<file path="src/rtl/train_scheduler.sv">
// train_scheduler: runs the forward layers 0..LAYER_MAX-1 and then backprop layers LAYER_MAX-1..1 for every sample of every epoch.
// Define SCHED_WATCHDOG_EN to add a wait-state timeout that drops to IDLE and bumps error_count.
module train_scheduler #(
  parameter int LAYER_ADDR_WIDTH = 2,
  parameter int LAYER_MAX        = 3,
  parameter int SAMPLE_ADDR_SIZE = 10,
  parameter int MAX_SAMPLES      = 1000,
  parameter int EPOCH_WIDTH      = 8,
  parameter int ERR_CNT_WIDTH    = 16,
  parameter int WATCHDOG_CYCLES  = 4096
) (
  input  logic                        clk,
  input  logic                        rst_n,
  input  logic                        start,
  input  logic                        abort,
  input  logic                        hold,
  input  logic [EPOCH_WIDTH-1:0]      num_epochs,
  input  logic                        fp_done,
  input  logic                        bp_done,
  input  logic                        bp_error,
  output logic                        fp_start,
  output logic                        bp_start,
  output logic [LAYER_ADDR_WIDTH-1:0] current_layer,
  output logic [SAMPLE_ADDR_SIZE-1:0] current_sample,
  output logic [EPOCH_WIDTH-1:0]      current_epoch,
  output logic                        busy,
  output logic                        paused,
  output logic                        done,
  output logic [ERR_CNT_WIDTH-1:0]    error_count
);

  typedef enum logic [1:0] {S_IDLE, S_FP_WAIT, S_BP_WAIT, S_PAUSE} state_t;

  localparam logic [LAYER_ADDR_WIDTH-1:0] LAYER_LAST  = LAYER_ADDR_WIDTH'(LAYER_MAX - 1);
  localparam logic [LAYER_ADDR_WIDTH-1:0] LAYER_ONE   = LAYER_ADDR_WIDTH'(1);
  localparam logic [SAMPLE_ADDR_SIZE-1:0] SAMPLE_LAST = SAMPLE_ADDR_SIZE'(MAX_SAMPLES - 1);

  state_t                      r_state, w_state;
  logic [LAYER_ADDR_WIDTH-1:0] r_layer, w_layer;
  logic [SAMPLE_ADDR_SIZE-1:0] r_sample, w_sample;
  logic [EPOCH_WIDTH-1:0]      r_epoch, w_epoch;
  logic [EPOCH_WIDTH-1:0]      r_epoch_lim, w_epoch_lim;
  logic [ERR_CNT_WIDTH-1:0]    r_err, w_err;
  logic                        r_fp_start, w_fp_start;
  logic                        r_bp_start, w_bp_start;
  logic                        r_done, w_done;
  logic                        r_busy, r_paused;
  logic                        w_last_sample;
  logic                        w_wd_expire;

  function automatic logic [ERR_CNT_WIDTH-1:0] sat_inc(input logic [ERR_CNT_WIDTH-1:0] v);
    return (&v) ? v : v + ERR_CNT_WIDTH'(1);
  endfunction

`ifdef SCHED_WATCHDOG_EN
  localparam int WD_W = $clog2(WATCHDOG_CYCLES + 1);
  logic [WD_W-1:0] r_wd;

  assign w_wd_expire = (r_wd == WD_W'(WATCHDOG_CYCLES - 1));

  // Restarts on every launch so each layer gets its own full budget.
  always_ff @(posedge clk or negedge rst_n) begin
    if (!rst_n)
      r_wd <= '0;
    else if (w_fp_start || w_bp_start || (w_state != S_FP_WAIT && w_state != S_BP_WAIT))
      r_wd <= '0;
    else
      r_wd <= r_wd + WD_W'(1);
  end
`else
  // Always false; WATCHDOG_CYCLES only matters when the watchdog is built in.
  assign w_wd_expire = (WATCHDOG_CYCLES < 0);
`endif

  assign w_last_sample = (r_sample == SAMPLE_LAST) &&
                         (r_epoch == r_epoch_lim - EPOCH_WIDTH'(1));

  always_comb begin
    w_state     = r_state;
    w_layer     = r_layer;
    w_sample    = r_sample;
    w_epoch     = r_epoch;
    w_epoch_lim = r_epoch_lim;
    w_err       = r_err;
    w_fp_start  = 1'b0;
    w_bp_start  = 1'b0;
    w_done      = 1'b0;
    case (r_state)
      S_IDLE: begin
        if (start) begin
          if (num_epochs == '0) begin
            w_done = 1'b1;
          end else begin
            w_state     = S_FP_WAIT;
            w_fp_start  = 1'b1;
            w_layer     = '0;
            w_sample    = '0;
            w_epoch     = '0;
            w_err       = '0;
            w_epoch_lim = num_epochs;
          end
        end
      end
      S_FP_WAIT: begin
        if (fp_done) begin
          if (r_layer < LAYER_LAST) begin
            w_layer    = r_layer + LAYER_ONE;
            w_fp_start = 1'b1;
          end else begin
            w_state    = S_BP_WAIT;
            w_bp_start = 1'b1;
          end
        end else if (w_wd_expire) begin
          w_state  = S_IDLE;
          w_layer  = '0;
          w_sample = '0;
          w_err    = sat_inc(r_err);
        end
      end
      S_BP_WAIT: begin
        if (bp_done) begin
          if (bp_error) w_err = sat_inc(r_err);
          if (r_layer > LAYER_ONE) begin
            w_layer    = r_layer - LAYER_ONE;
            w_bp_start = 1'b1;
          end else if (w_last_sample) begin
            // Final sample/epoch stay visible after the run ends.
            w_state = S_IDLE;
            w_done  = 1'b1;
          end else begin
            if (r_sample == SAMPLE_LAST) begin
              w_sample = '0;
              w_epoch  = r_epoch + EPOCH_WIDTH'(1);
            end else begin
              w_sample = r_sample + SAMPLE_ADDR_SIZE'(1);
            end
            w_layer = '0;
            if (hold) begin
              w_state = S_PAUSE;
            end else begin
              w_state    = S_FP_WAIT;
              w_fp_start = 1'b1;
            end
          end
        end else if (w_wd_expire) begin
          w_state  = S_IDLE;
          w_layer  = '0;
          w_sample = '0;
          w_err    = sat_inc(r_err);
        end
      end
      S_PAUSE: begin
        if (!hold) begin
          w_state    = S_FP_WAIT;
          w_fp_start = 1'b1;
        end
      end
      default: w_state = S_IDLE;
    endcase
    // Abort wins over any done input arriving in the same cycle.
    if (abort && r_state != S_IDLE) begin
      w_state    = S_IDLE;
      w_layer    = '0;
      w_sample   = '0;
      w_epoch    = r_epoch;
      w_err      = r_err;
      w_fp_start = 1'b0;
      w_bp_start = 1'b0;
      w_done     = 1'b0;
    end
  end

  always_ff @(posedge clk or negedge rst_n) begin
    if (!rst_n) begin
      r_state     <= S_IDLE;
      r_layer     <= '0;
      r_sample    <= '0;
      r_epoch     <= '0;
      r_epoch_lim <= '0;
      r_err       <= '0;
      r_fp_start  <= 1'b0;
      r_bp_start  <= 1'b0;
      r_done      <= 1'b0;
      r_busy      <= 1'b0;
      r_paused    <= 1'b0;
    end else begin
      r_state     <= w_state;
      r_layer     <= w_layer;
      r_sample    <= w_sample;
      r_epoch     <= w_epoch;
      r_epoch_lim <= w_epoch_lim;
      r_err       <= w_err;
      r_fp_start  <= w_fp_start;
      r_bp_start  <= w_bp_start;
      r_done      <= w_done;
      r_busy      <= (w_state != S_IDLE);
      r_paused    <= (w_state == S_PAUSE);
    end
  end

  assign fp_start       = r_fp_start;
  assign bp_start       = r_bp_start;
  assign current_layer  = r_layer;
  assign current_sample = r_sample;
  assign current_epoch  = r_epoch;
  assign busy           = r_busy;
  assign paused         = r_paused;
  assign done           = r_done;
  assign error_count    = r_err;

endmodule

</file>
<file path="config.mk">
export PLATFORM = sky130hd
export DESIGN_NAME = train_scheduler
export DESIGN_NICKNAME = d
export VERILOG_FILES = /design/src/rtl/train_scheduler.sv
export SDC_FILE = /design/constraint.sdc
export NUM_CORES = 1
export LEC_CHECK = 0
export ABC_AREA = 1
export CELL_PAD_IN_SITES_DETAIL_PLACEMENT = 0
export CELL_PAD_IN_SITES_GLOBAL_PLACEMENT = 1
export CORE_UTILIZATION = 35
export DETAILED_ROUTE_END_ITERATION = 7
export PLACE_DENSITY = 0.89
export SLEW_MARGIN = 10
export SYNTH_ARGS = -nofsm -noshare
export SYNTH_HDL_FRONTEND = slang
export SYNTH_SLANG_ARGS = --single-unit
</file>
<file path="constraint.sdc">
create_clock -name clk -period 2 [get_ports clk]
set_clock_uncertainty 0.05 [all_clocks]
set_input_delay 0.4 -clock clk [delete_from_list [all_inputs] [get_ports clk]]
set_output_delay 0.4 -clock clk [all_outputs]
set_load 0.01 [all_outputs]
</file>
# Word level (Yosys, flattened, before mapping)
# Index checks and enable logic that the tools add are counted.
[totals] input_bits=16 reg_bits=51 word_cells=122 mem_bits_rw=0 rom_bits=0 latch_bits=0 memories=0
[classes] n_mux=64 shifts=0 reduce_logical=15 add_sub_neg=6 n_mul=0 n_lt_le_gt_ge=2 bitwise_logic=2 n_div=0 n_eq_ne=22
[op_table] op="2-to-1 mux 16 bit" n=5
[op_table] op="2-to-1 mux 10 bit" n=7
[op_table] op="2-to-1 mux 8 bit" n=6
[op_table] op="2-to-1 mux 2 bit" n=18
[op_table] op="case mux 16 bit (2 select lines)" n=1
[op_table] op="!= test 3 bit, second input constant" n=7
[op_table] op="2-to-1 mux 1 bit" n=20
[op_table] op="case mux 10 bit (2 select lines)" n=1
[op_table] op="adder 16 x 1 -> 16 bit, second input constant" n=1
[op_table] op="!= test 2 bit, second input constant" n=8
[op_table] op="case mux 8 bit (2 select lines)" n=1
[op_table] op="AND reduction 16 bit" n=1
[op_table] op="AND reduction 7 bit" n=2
[op_table] op="adder 10 x 1 -> 10 bit, second input constant" n=1
[op_table] op="equality test 10 bit, second input constant" n=1
[op_table] op="adder 8 x 1 -> 8 bit, second input constant" n=1
[op_table] op="equality test 8 bit" n=1
[op_table] op="logical NOT 8 bit" n=1
[op_table] op="case mux 2 bit (4 select lines)" n=1
[op_table] op="AND reduction 8 bit" n=1
[op_table] op="subtractor 8 x 1 -> 8 bit, second input constant" n=1
[op_table] op="equality test 2 bit, second input constant" n=3
[op_table] op="case mux 2 bit (3 select lines)" n=1
[op_table] op="AND reduction 6 bit" n=1
[op_table] op="other kinds (15)" n=20

# Depth between registers and ports, before layout
# Gate-level depths: netlist of run 1.
[logic_depth] word_depth=9 mapped_depth=18 mapped_depth_nobuf=17

# Worst setup path before layout of run 1
# Ideal clock, no wire load.
[synth_timing] path_kind="register to register" startpoint="reg r_state[0]" endpoint="reg r_err[0], in the netlist error_count[0]" setup_time_ps=76 t_arrival_ps=1893 required_time_ps=1874 slack_ps=-19 path_stages_with_launch=14 cell_sequence="dfrtp_1 inv_1 ha_1 buf_2 inv_2 nor2_1 clkinv_1 o211ai_1 nor2_1 a21boi_1 buf_2 buf_6 nand3_1 o21ai_1"
[synth_between] elab_chain_len=4 elab_cells_between_ends=13
[synth_lines] element="start, declared" line_no="38" source="state_t r_state, w_state;"
[synth_lines] element="start signal, assigned" line_no="187" source="r_state <= w_state;"
[synth_lines] element="branches (longest 4 deep; another with AND reduction 7 bit)"
[synth_lines] element="end signal, assigned" line_no="192" source="r_err <= w_err;"
[synth_lines] element="end, declared" line_no="43" source="logic [ERR_CNT_WIDTH-1:0] r_err, w_err;"
# Several ways; the timed one is not identified.
# A chain may end at the register's enable or synchronous reset.

# Worst setup path in the final report of run 1
[layout_timing] startpoint="reg r_epoch_lim[1]" endpoint="reg r_sample[6], in the netlist current_sample[6]"
[layout_between] elab_chain_len=5
[layout_lines] element="start, declared" line_no="42" source="logic [EPOCH_WIDTH-1:0] r_epoch_lim, w_epoch_lim;"
[layout_lines] element="start signal, assigned" line_no="191" source="r_epoch_lim <= w_epoch_lim;"
[layout_lines] element="subtractor 8 x 1 -> 8 bit" line_no="76" source="(r_epoch == r_epoch_lim - EPOCH_WIDTH'(1));"
[layout_lines] element="equality test 8 bit" line_no="76"
[layout_lines] element="logical AND 1 bit" line_no="75" source="assign w_last_sample = (r_sample == SAMPLE_LAST) &&"
[layout_lines] element="!= test 3 bit (no line)"
[layout_lines] element="AND reduction 6 bit (no line)"
[layout_lines] element="end signal, assigned" line_no="189" source="r_sample <= w_sample;"
[layout_lines] element="end, declared" line_no="40" source="logic [SAMPLE_ADDR_SIZE-1:0] r_sample, w_sample;"
# No other way between the ends.

==> qor.log, run 1 <==
qor: status.run_status complete, but fails checks
qor: status.violations negative setup slack
qor: placement.gp_congestion 0.9028
qor: global_route.grt_remaining_overflow 0
qor: sta.final_slew_violations 0
qor: global_route.global_router_s_overall_resource_usage 0.1924
qor: logic_synthesis.ys_async_sr_fraction 1.000
qor: power_and_ir_drop.share_comb_of_total_power 0.607
qor: clock_network.clock_insertion_delay_worst_skew 0.31 ns
qor: route.detail_route.drc_violations 0
qor: clock_network.clock-sinks 51
qor: route.first_pass_iters 4
qor: placement.dpl_ws -0.3024 ns
qor: layout.antenna_cells_inserted 0
qor: critical_path.setup_crit_start_kind flop
qor: clock_network.ctsRootBufferMaster sky130_fd_sc_hd__clkbuf_8
qor: placement.place_hpwl 6.852 mm
qor: floorplan.placeableCoreArea 9328 um2
qor: floorplan.initial_utilization 0.3631
qor: clock_network.cts-buffers-inserted 5
qor: critical_path.cp-end-kind flop
qor: sta.fmax 474.4 MHz
qor: route.detailedRoute.firstIterationViolations 147
qor: power_and_ir_drop.seq_power_share 0.248
qor: route.routedWlPerCell 13.33 um
qor: critical_path.crit_path_max_incr_delay 0.40 ns
qor: critical_path.r2r_cells 17
qor: layout.design.final.nets 642
qor: power_and_ir_drop.netSwitchingFraction 0.4256
qor: global_route.maximum_number_of_pins_on_one_net_before_global_route_repair 52
qor: logic_synthesis.fraction_of_the_yosys_area_taken_by_sequential_cells 0.3768
qor: critical_path.critPathArrivalTime 2.31 ns
qor: sta.final-hold-violation-count 0
qor: layout.signed_area_change_from_the_synthesized_netlist_to_the_final_layout 54.12%
qor: logic_synthesis.synth_top_cell_area_share 0.3768
qor: power_and_ir_drop.leakagePower 2.392 nW
qor: critical_path.crit_slowest_cell sky130_fd_sc_hd__dfrtp_1
qor: logic_synthesis.synth_top_cell_by_area sky130_fd_sc_hd__dfrtp_1
qor: sta.period_utilization_post_route 1.054
qor: floorplan.rows 35
qor: route.vias 3700
qor: clock_network.cts_hold_buffers 0
qor: clock_network.clk_transition_reported_paths 0.11 ns
qor: power_and_ir_drop.cellInternalPower 3.117 mW
qor: floorplan.die_w 100.4 um
qor: critical_path.path_cells inv_2 > ha_4 > nor2_2 > nor2_2 > nand2_1 > nor2_1 > nand3_1 > nor2_4 > nand2_2 > nor2_4 > nand2_2 > nand2_4 > buf_6 > nor2_1 > nand2_1 > nand2_1 > nor2_2
qor: clock_network.cts_buffer_depth 2
qor: critical_path.cp_max_fo 8
qor: clock_network.tritoncts yes
qor: min_path.worst_hold_path_type input pin to async pin
qor: sta.worst_margin_pin_slew 0.5280 ns
qor: sta.final-setup-viol-count 27
qor: critical_path.reg2reg_from r_epoch_lim[1]
qor: power_and_ir_drop.clkPwrFrac 0.144
qor: power_and_ir_drop.vdd_ir_drop_max 0.0006077 V
qor: critical_path.worst_ep_required_time 2.20 ns
qor: route.finalWirelength 9.915 mm
qor: global_route.via_count_of_the_first_global_routing_pass 3437
qor: sta.hold-worst-slack 0.006519 ns
qor: critical_path.worstSetupStartpoint r_epoch_lim[1]
qor: floorplan.floorplan.io_pins 57
qor: sta.tns -0.8822 ns
qor: global_route.number_of_antenna_violations_at_the_first_check_in_global_routing 0
qor: clock_network.cts.htree.levels 2
qor: layout.post_route_cells_drive_above_1_share 0.2878
qor: logic_synthesis.synth.avg_cell_area 7.042 um2
qor: logic_synthesis.synth_edf_count 0
qor: critical_path.reg2reg_setup_slack -0.11 ns
qor: route.ant_nets 0
qor: logic_synthesis.ys_ff_latch 51
qor: critical_path.buffers_inverters_on_critical_path 2
qor: sta.finalWorstSetupSlack -0.1080 ns
qor: route.vias_per_cell 4.973
qor: power_and_ir_drop.power.density_cell_area 1040 nW/um2
qor: critical_path.timing.critical_path.max_delay_family simple AND/OR/NAND/NOR gates
qor: floorplan.chipHeight 100.4 um
qor: floorplan.floorplan.die_area 10070 um2
qor: logic_synthesis.ys.warnings.count 0
qor: logic_synthesis.mappedNetlistNets 509
qor: critical_path.critical_path_start_end_classification flop to flop
qor: power_and_ir_drop.switching_power 2.310 mW
qor: placement.placement.io_buffers 56
qor: critical_path.regToRegEndpoint current_sample[6]
qor: logic_synthesis.postSynthCellCount 481
qor: logic_synthesis.yosysUniqueCellTypes 39
qor: sta.final_critical_delay_including_setup_and_external_delays 2.108 ns
qor: global_route.wire_length_of_the_first_global_routing_pass 15.55 mm
qor: sta.rsz0062_at_grt true
qor: sta.max_slew_margin 0.6453
qor: logic_synthesis.synth_area_leaders sky130_fd_sc_hd__dfrtp_1 38%, sky130_fd_sc_hd__nand2_1 12%, sky130_fd_sc_hd__inv_1 7.0%, sky130_fd_sc_hd__nand3_1 6.4%, sky130_fd_sc_hd__nor2_1 5.4%
qor: logic_synthesis.synthesis.area 3387 um2
qor: logic_synthesis.synthFlopType sky130_fd_sc_hd__dfrtp_1
qor: job.max_cap_viol_count 0
[per-stage QoR]
stage | utilization | cells | power [mW] | cell area, um2
after floorplan | - | 481 | 2.804 | 3390
after global placement | 0.4896 | 720 | 3.720 | 4567
after detailed placement | 0.4896 | 720 | 3.760 | 4567
after CTS | 0.5191 | 731 | 4.795 | 4842
after global routing | 0.5596 | 744 | 5.816 | 5220
final | 0.5596 | 744 | 5.427 | 5220
[placed cells by master, fill, tap and decap left out, drive strengths merged, types with 15 or more instances in the layout]
cell type      count
nand2            116
buf               77
inv               72
nor2              57
dfrtp             51
clkdlybuf4s50     49
nand3             44
o21ai             42
nand4             16
a21oi             15
[routing by layer]
| layer | vias to the layer above | GRT usage | part of all wire |
|---|---|---|---|
| met5 | - | 0 | 0 |
| met4 | 0 | 0.04794 | 0.010 |
| met3 | 12 | 0.03273 | 0.041 |
| met2 | 84 | 0.3361 | 0.51 |
| met1 | 1761 | 0.2464 | 0.44 |
| li1 | 1843 | - | - |
[how the worst max path moves through the flow]
stage / end / slack (ns) / cells after the start
global placement: current_epoch[3] / -0.25 / 11
global route: current_sample[6] / -0.30 / 17
floorplan: current_sample[3] / 0.003 / 16
detailed placement: current_sample[6] / -0.30 / 14
finish: current_sample[6] / -0.11 / 17
CTS: current_sample[6] / -0.15 / 17
[synthesized netlist by cell type, types with 2 or more instances]
library cell / count
sky130_fd_sc_hd__xor2_1: 12
sky130_fd_sc_hd__inv_2: 8
sky130_fd_sc_hd__dfrtp_1: 51
sky130_fd_sc_hd__nor2_2: 7
sky130_fd_sc_hd__o31ai_1: 2
sky130_fd_sc_hd__nand2_1: 110
sky130_fd_sc_hd__ha_1: 12
sky130_fd_sc_hd__o21ai_1: 21
sky130_fd_sc_hd__inv_1: 63
sky130_fd_sc_hd__nand2_2: 5
sky130_fd_sc_hd__a21oi_1: 15
sky130_fd_sc_hd__buf_6: 2
sky130_fd_sc_hd__nand3b_1: 2
sky130_fd_sc_hd__buf_2: 2
sky130_fd_sc_hd__nor3_1: 11
sky130_fd_sc_hd__nor2_1: 49
sky130_fd_sc_hd__clkbuf_1: 4
sky130_fd_sc_hd__nand3_1: 43
sky130_fd_sc_hd__xnor2_1: 2
sky130_fd_sc_hd__nand4_1: 16
sky130_fd_sc_hd__a211oi_1: 2
sky130_fd_sc_hd__nor4_1: 5
sky130_fd_sc_hd__o21ai_0: 21
[flip-flops by register name, summed over array words and instances (netlist names)]
signal          flops
done                1
current_epoch       8
bp_start            1
paused              1
error_count        16
current_layer       2
fp_start            1
busy                1
r_state             2
r_epoch_lim         8
current_sample     10
[what timing repair did]
item	CTS	global route
pin swaps	7	20
gates cloned	1	3
endpoints found under the hold margin	0	0
buffers inserted	2	11
endpoints found under the setup margin	40	42
gates resized for setup	28	70
[kinds of logic (layout without fill, tap and decap cells)]
logic type,after synthesis,count (layout),share of synthesized area
adders and majority gates,12,12,0.04433
xor gates and xnor gates,14,14,0.03620
DFF,51,51,0.3768
AOI/OAI and AO/OA,68,69,0.1090
and+or+nand+nor,254,255,0.3365
buffers and inverters,82,214,0.09715
[power groups by stage]
stage,Sequential (mW),Clock (mW),Combinational [mW]
after floorplan,1.38,0,1.42
after global placement,1.35,0,2.37
after detailed placement,1.35,0,2.41
after CTS,1.33,0.811,2.65
after global routing,1.37,0.849,3.60
final,1.35,0.783,3.30
[area by class of cell]
class / instances / area (um2)
timing repair buffer: 134 / 1265
inverter: 72 / 285.3
clock inverter: 2 / 38.79
sequential: 51 / 1277
clock buffer: 6 / 82.58
multi-input combinational: 350 / 2110
fill: 885 / 4108
tap: 129 / 161.4
(Power assumes the default switching activity.)
==> run 2, diff against run 1 <==
--- a/config.mk
+++ b/config.mk
@@ -8,9 +8,11 @@
 export ABC_AREA = 1
 export CELL_PAD_IN_SITES_DETAIL_PLACEMENT = 0
 export CELL_PAD_IN_SITES_GLOBAL_PLACEMENT = 1
-export CORE_UTILIZATION = 35
+export CORE_UTILIZATION = 36
+export CTS_BUF_LIST = sky130_fd_sc_hd__clkbuf_8
 export DETAILED_ROUTE_END_ITERATION = 7
-export PLACE_DENSITY = 0.89
+export HOLD_SLACK_MARGIN = 0.03
+export PLACE_DENSITY = 0.77
 export SLEW_MARGIN = 10
 export SYNTH_ARGS = -nofsm -noshare
 export SYNTH_HDL_FRONTEND = slang
==> run 2 against run 1 <==
The run still ends with negative setup slack left. Global-route usage up 1.2 points. Register-to-register slack worse by 0.04 ns. Utilization up 0.38 points. Power down 0.34%. Flip-flop and latch count unchanged. Largest power group unchanged. Worst hold slack better by 0.48 ns. First-iteration DRC count down 23%. Fmax down 1.7%. Non-clock buffer count up 10. Setup slack worse by 0.035 ns. Largest cell class unchanged. Combinational power down 3%.
==> qor.log, run 2 (synthesis gave the netlist of run 1 again) <==
qor: clock_network.cts.htree.levels 2
qor: layout.filler_cell_count 884
qor: sta.worst_margin_pin_slew 0.4928 ns
qor: placement.gp_congestion 0.8498
qor: global_route.via_count_of_the_first_global_routing_pass 3509
qor: global_route.maximum_number_of_pins_on_one_net_before_global_route_repair 35
qor: placement.placement.io_buffers 56
qor: layout.signed_area_change_from_the_synthesized_netlist_to_the_final_layout 52.97%
qor: power_and_ir_drop.netSwitchingFraction 0.4203
qor: clock_network.cts-buffers-inserted 5
qor: status.violations negative setup slack
qor: global_route.grt_remaining_overflow 0
qor: floorplan.initial_utilization 0.3683
qor: critical_path.cp-end-kind flop
qor: critical_path.crit_slowest_cell sky130_fd_sc_hd__dfrtp_1
qor: floorplan.placeableCoreArea 9196 um2
qor: global_route.global_router_s_overall_resource_usage 0.2049
qor: power_and_ir_drop.cellInternalPower 3.135 mW
qor: power_and_ir_drop.leakagePower 2.393 nW
qor: layout.layout.cells.most_common sky130_fd_sc_hd__nand2_1
qor: route.first_pass_iters 4
qor: layout.final_core_utilization 0.5634
qor: global_route.wire_length_of_the_first_global_routing_pass 16.16 mm
qor: critical_path.critPathArrivalTime 2.34 ns
qor: layout.antenna_cells_inserted 0
qor: route.detail_route.drc_violations 0
qor: status.run_status complete, but fails checks
qor: layout.largest_register_ff_count 16
qor: floorplan.floorplan.die_area 9800 um2
qor: sta.rsz0062_at_grt true
qor: route.vias_per_cell 4.999
qor: layout.design.final.nets 651
qor: clock_network.cts_buffer_depth 2
qor: layout.top_library_cells_by_usage_in_the_layout_fill_and_taps_aside 94 x sky130_fd_sc_hd__nand2_1, 79 x sky130_fd_sc_hd__buf_4, 59 x sky130_fd_sc_hd__inv_1
qor: clock_network.tritoncts yes
qor: min_path.worst_hold_path_type flop to flop
qor: floorplan.die_w 99.00 um
qor: power_and_ir_drop.switching_power 2.273 mW
qor: sta.finalWorstSetupSlack -0.1435 ns
qor: sta.max_slew_margin 0.6684
qor: route.routedWlPerCell 13.78 um
qor: power_and_ir_drop.share_comb_of_total_power 0.589
qor: power_and_ir_drop.seq_power_share 0.248
qor: route.finalWirelength 10.13 mm
qor: route.ant_nets 0
qor: sta.final-hold-violation-count 0
qor: critical_path.cp_max_fo 8
qor: sta.final-setup-viol-count 22
qor: power_and_ir_drop.vdd_ir_drop_max 0.0007439 V
qor: route.detailedRoute.firstIterationViolations 113
qor: critical_path.setup_crit_start_kind flop
qor: critical_path.path_cells inv_2 > ha_4 > nand2_2 > inv_2 > nor2_2 > nand2_1 > nor2_1 > nand3_1 > nor2_2 > nand2_2 > nor2_4 > nand2_4 > nand2_4 > buf_12 > nor2_4 > nand2_1 > nand2_1 > nor2_2
qor: clock_network.clk_transition_reported_paths 0.10 ns
qor: critical_path.critical_path_start_end_classification flop to flop
qor: layout.post_route_cells_drive_above_1_share 0.2788
qor: job.max_cap_viol_count 0
qor: critical_path.worst_ep_required_time 2.20 ns
qor: power_and_ir_drop.power.density_cell_area 1044 nW/um2
qor: floorplan.floorplan.io_pins 57
qor: sta.period_utilization_post_route 1.072
qor: power_and_ir_drop.clkPwrFrac 0.162
qor: route.vias 3674
qor: clock_network.ctsRootBufferMaster sky130_fd_sc_hd__clkbuf_8
qor: sta.fmax 466.5 MHz
qor: global_route.number_of_antenna_violations_at_the_first_check_in_global_routing 0
qor: clock_network.clock_insertion_delay_worst_skew 0.31 ns
qor: critical_path.crit_path_max_incr_delay 0.42 ns
qor: sta.final_slew_violations 0
qor: clock_network.clock-sinks 51
qor: placement.place_hpwl 7.411 mm
qor: floorplan.chipHeight 99.00 um
qor: floorplan.rows 35
qor: sta.final_critical_delay_including_setup_and_external_delays 2.143 ns
qor: placement.dpl_ws -0.3232 ns
==> run 2: changes by cell type in the layout (fill, tap and decap cells not counted), sizes merged <==
cell	delta
buf	+10
dlygate4sd3	+1
clkdlybuf4s50	+6
clkinvlp	+1
a21boi	-1
clkbuf	-2
inv	-1
dlymetal6s2s	-6
bufinv	+1
==> run 2: power groups by stage <==
stage               Sequential [mW]  Combinational [mW]  Clock (mW)
global route                   1.37                3.50       0.934
detailed placement             1.36                2.54           0
CTS                            1.34                2.70       0.914
floorplan                      1.38                1.42           0
finish                         1.34                3.19       0.877
global placement               1.35                2.50           0
==> run 2: cell type report <==
class                   instances  area, um2  area share
flip-flops and latches         51       1276      0.2463
multi-input cells             349       2056      0.3968
clock buffers                   5      68.82     0.01328
inverters                      72      272.8     0.05264
repair buffers                144       1301      0.2511
clock inverters                 3      67.56     0.01304
well taps                     111      138.9     0.02681
==> run 2: worst paths after layout <==
path                                      to  cells past startpoint            from  slack, ns
setup / recovery           current_sample[6]                     18  r_epoch_lim[1]      -0.14
hold / removal                r_epoch_lim[7]                      2  r_epoch_lim[7]       0.49
setup reg to reg           current_sample[6]                     18  r_epoch_lim[1]      -0.14
hold reg to reg               r_epoch_lim[7]                      2  r_epoch_lim[7]       0.49
max in group asynchronous   current_epoch[5]                      3           rst_n       0.84
min in group asynchronous     r_epoch_lim[0]                      2           rst_n       0.51
==> run 2: critical path: cells and delay by family, from the launching register on <==
family	cells	cell delay (ns)
AND/OR/NAND/NOR	14	1.18
adder cells (fa/ha/maj)	1	0.21
buffers and inverters	3	0.24
flip-flops	1	0.42
==> run 2: layer usage <==
layer / vias to the layer above / share of wire / track usage / wire length (um)
met2: 87 / 0.49 / 0.3588 / 4970
met4: 0 / 0.016 / 0.05511 / 167
li1: 1858 / - / - / -
met5: - / 0 / 0 / 0
met1: 1714 / 0.46 / 0.2666 / 4659
met3: 15 / 0.033 / 0.02411 / 332
==> run 2: repair_timing <==
action                                  CTS  global route
setup buffers                             2             9
endpoints found under the hold margin    17             0
pin swaps                                 6            17
gates cloned                              0             3
gates resized for setup                  16            60
endpoints found under the setup margin   38            42
hold buffers                              1             0
==> run 2: metrics by stage <==
| stage | cells | TNS, ns | hold slack (ns) | total power, mW | instance area [um2] |
|---|---|---|---|---|---|
| final | 735 | -1.176 | 0.4915 | 5.408 | 5181 |
| after global placement | 712 | -7.117 | 0.3258 | 3.854 | 4632 |
| after CTS | 723 | -1.298 | 0.5005 | 4.950 | 4858 |
| after floorplan | 481 | 0 | 0.05441 | 2.804 | 3390 |
| after global routing | 735 | -6.595 | 0.5558 | 5.804 | 5181 |
| after detailed placement | 712 | -9.084 | 0.3301 | 3.898 | 4632 |
==> run 3, diff against run 2 <==
--- a/config.mk
+++ b/config.mk
@@ -6,9 +6,8 @@
 export NUM_CORES = 1
 export LEC_CHECK = 0
 export ABC_AREA = 1
-export CELL_PAD_IN_SITES_DETAIL_PLACEMENT = 0
-export CELL_PAD_IN_SITES_GLOBAL_PLACEMENT = 1
-export CORE_UTILIZATION = 36
+export CORE_MARGIN = 4
+export CORE_UTILIZATION = 50
 export CTS_BUF_LIST = sky130_fd_sc_hd__clkbuf_8
 export DETAILED_ROUTE_END_ITERATION = 7
 export HOLD_SLACK_MARGIN = 0.03
==> run 3 against run 2 <==
The flow still finishes with violations (negative setup slack). Fmax rose by 2.9%. Setup slack improved by 0.061 ns. Clock-buffer cell count did not move. Final area fell by 2.7%. Combinational power rose by 5%. Sequential power barely moved. Critical path type unchanged.
==> qor.log, run 3 (synthesis gave the netlist of run 1 again) <==
qor: status.run_status complete, but fails checks
qor: status.violations negative setup slack
qor: global_route.via_count_of_the_first_global_routing_pass 3488
qor: power_and_ir_drop.vdd_ir_drop_max 0.0007684 V
qor: layout.post_route_cells_drive_above_1_share 0.2680
qor: clock_network.clock_insertion_delay_worst_skew 0.32 ns
qor: route.first_pass_iters 5
qor: critical_path.cp-end-kind flop
qor: global_route.wire_length_of_the_first_global_routing_pass 15.90 mm
qor: clock_network.cts.htree.levels 2
qor: clock_network.cts_buffer_depth 2
qor: clock_network.clk_transition_reported_paths 0.10 ns
qor: power_and_ir_drop.cellInternalPower 2.930 mW
qor: floorplan.placeableCoreArea 6459 um2
qor: clock_network.tritoncts yes
qor: power_and_ir_drop.netSwitchingFraction 0.4500
qor: layout.top_library_cells_by_usage_in_the_layout_fill_and_taps_aside 96 x sky130_fd_sc_hd__nand2_1, 63 x sky130_fd_sc_hd__buf_4, 59 x sky130_fd_sc_hd__inv_1
qor: layout.seq_area 1276 um2
qor: global_route.global_router_s_overall_resource_usage 0.2310
qor: sta.final-hold-violation-count 0
qor: floorplan.chipHeight 90.31 um
qor: clock_network.clock-sinks 51
qor: min_path.hold_path_depth 3
qor: sta.worst_margin_pin_slew 0.5357 ns
qor: sta.finalWorstSetupSlack -0.08227 ns
qor: layout.design.final.nets 639
qor: floorplan.floorplan.die_area 8155 um2
qor: global_route.grt_most_used_layer met2
qor: min_path.worst_hold_path_type input pin to flop
qor: critical_path.critical_path_start_end_classification flop to flop
qor: power_and_ir_drop.switching_power 2.397 mW
qor: min_path.worst_hold_startpoint num_epochs[3]
qor: route.routedWlPerCell 15.41 um
qor: sta.final-setup-viol-count 17
qor: floorplan.initial_utilization 0.5244
qor: power_and_ir_drop.seq_power_share 0.253
qor: critical_path.critPathArrivalTime 2.30 ns
qor: critical_path.worst_ep_required_time 2.21 ns
qor: layout.largest_register_ff_count 16
qor: critical_path.regToRegEndpoint current_sample[6]
qor: layout.final_core_utilization 0.7807
qor: global_route.gr-usage-met2 0.3833
qor: route.vias_per_cell 5.721
qor: layout.layout.cells.most_common sky130_fd_sc_hd__nand2_1
qor: layout.multi_input_area 2071 um2
qor: power_and_ir_drop.leakagePower 2.297 nW
qor: layout.signed_area_change_from_the_synthesized_netlist_to_the_final_layout 48.87%
qor: sta.final_slew_violations 0
qor: clock_network.ctsRootBufferMaster sky130_fd_sc_hd__clkbuf_8
qor: floorplan.rows 29
qor: floorplan.floorplan.io_pins 57
qor: critical_path.worstSetupStartpoint r_epoch_lim[1]
qor: power_and_ir_drop.power.total 5.327 mW
qor: layout.filler_cell_count 414
qor: placement.place_hpwl 6.904 mm
qor: sta.final_critical_delay_including_setup_and_external_delays 2.082 ns
qor: power_and_ir_drop.power.density_cell_area 1056 nW/um2
qor: sta.max_slew_margin 0.6396
qor: clock_network.cts-buffers-inserted 5
qor: route.ant_nets 0
qor: global_route.global_route.usage.met1 0.3029
qor: power_and_ir_drop.clkPwrFrac 0.118
qor: layout.antenna_cells_inserted 0
qor: placement.placement.io_buffers 56
qor: global_route.maximum_number_of_pins_on_one_net_before_global_route_repair 35
qor: sta.tns -0.6048 ns
qor: sta.period_utilization_post_route 1.041
qor: sta.fmax 480.2 MHz
qor: floorplan.die_w 90.31 um
qor: critical_path.cp_max_fo 8
qor: critical_path.r2r_cells 17
qor: layout.total_non_filler_cell_area_in_the_finished_layout 5042 um2
qor: critical_path.reg2reg_setup_slack -0.08 ns
qor: route.vias 3942
qor: global_route.number_of_antenna_violations_at_the_first_check_in_global_routing 0
qor: sta.rsz0062_at_grt true
qor: global_route.gr-usage-met3 0.04333
qor: global_route.grt_remaining_overflow 0
qor: placement.gp_congestion 0.9308
qor: route.detail_route.drc_violations 0
qor: placement.post_dp_cell_area 4494 um2
qor: route.finalWirelength 10.62 mm
qor: power_and_ir_drop.share_comb_of_total_power 0.629
qor: critical_path.reg2reg_from r_epoch_lim[1]
qor: job.max_cap_viol_count 0
qor: critical_path.setup_crit_start_kind flop
qor: route.detailedRoute.firstIterationViolations 280
qor: min_path.holdPathEnd r_epoch_lim[3]
run 3: power by group through the flow:
stage | Clock, mW | Sequential, mW | Combinational (mW)
after floorplan | 0 | 1.38 | 1.42
after global placement | 0 | 1.35 | 2.33
after detailed placement | 0 | 1.36 | 2.38
after CTS | 0.635 | 1.34 | 2.56
after global routing | 0.684 | 1.37 | 3.61
final | 0.629 | 1.35 | 3.35
run 3: routing by layer:
| metal | wire length, um | vias up | part of all wire |
|---|---|---|---|
| li1 | - | 1834 | - |
| met1 | 4306 | 1824 | 0.41 |
| met2 | 5162 | 240 | 0.49 |
| met3 | 862 | 44 | 0.081 |
| met4 | 286 | 0 | 0.027 |
| met5 | 0 | - | 0 |
run 3: worst max-delay path, stage by stage (launching register included):
cell and delay [ns]:
sky130_fd_sc_hd__dfrtp_1 0.38, sky130_fd_sc_hd__inv_2 0.06, sky130_fd_sc_hd__ha_4 0.28, sky130_fd_sc_hd__nor2_2 0.04, sky130_fd_sc_hd__nor2_2 0.09, sky130_fd_sc_hd__nand2_1 0.06
sky130_fd_sc_hd__nor2_2 0.13, sky130_fd_sc_hd__nand3_2 0.10, sky130_fd_sc_hd__nor2_4 0.11, sky130_fd_sc_hd__nand2_2 0.08, sky130_fd_sc_hd__nor2_4 0.12, sky130_fd_sc_hd__nand2_4 0.08
sky130_fd_sc_hd__nand2_4 0.10, sky130_fd_sc_hd__buf_6 0.13, sky130_fd_sc_hd__nor2_1 0.04, sky130_fd_sc_hd__nand2_1 0.05, sky130_fd_sc_hd__nand2_1 0.06, sky130_fd_sc_hd__nor2_2 0.07
run 3: repair_timing:
item                                   4_1_cts  5_1_grt
setup endpoints to repair                   36       41
gates resized for setup                     18       71
hold buffers                                 1        0
endpoints found under the hold margin       17        0
gates cloned                                 0        4
buffers inserted                             2        7
pin swaps                                    8       19
run 3: area by class of cell:
class | instances | area share
sequential | 51 | 0.2531
tap | 77 | 0.01911
inverter | 72 | 0.05558
clock buffer | 5 | 0.01365
timing repair buffer | 132 | 0.2439
clock inverter | 3 | 0.003970
multi-input combinational | 349 | 0.4107
run 3: how the worst max path moves through the flow:
stage                   endpoint  slack, ns
6_report       current_sample[6]      -0.08
5_1_grt        current_sample[6]      -0.25
4_1_cts        current_sample[6]      -0.11
3_5_place_dp      error_count[2]      -0.31
3_3_place_gp      error_count[2]      -0.23
2_1_floorplan  current_sample[3]      0.003
run 3: metrics by stage:
step / std cells / hold WS (ns) / setup slack, ns
after floorplan: 481 / 0.05441 / 0.003079
after global placement: 667 / 0.3079 / -0.2321
after detailed placement: 667 / 0.3147 / -0.3091
after CTS: 678 / 0.5086 / -0.1124
after global routing: 689 / 0.3355 / -0.2469
final: 689 / 0.3369 / -0.08227
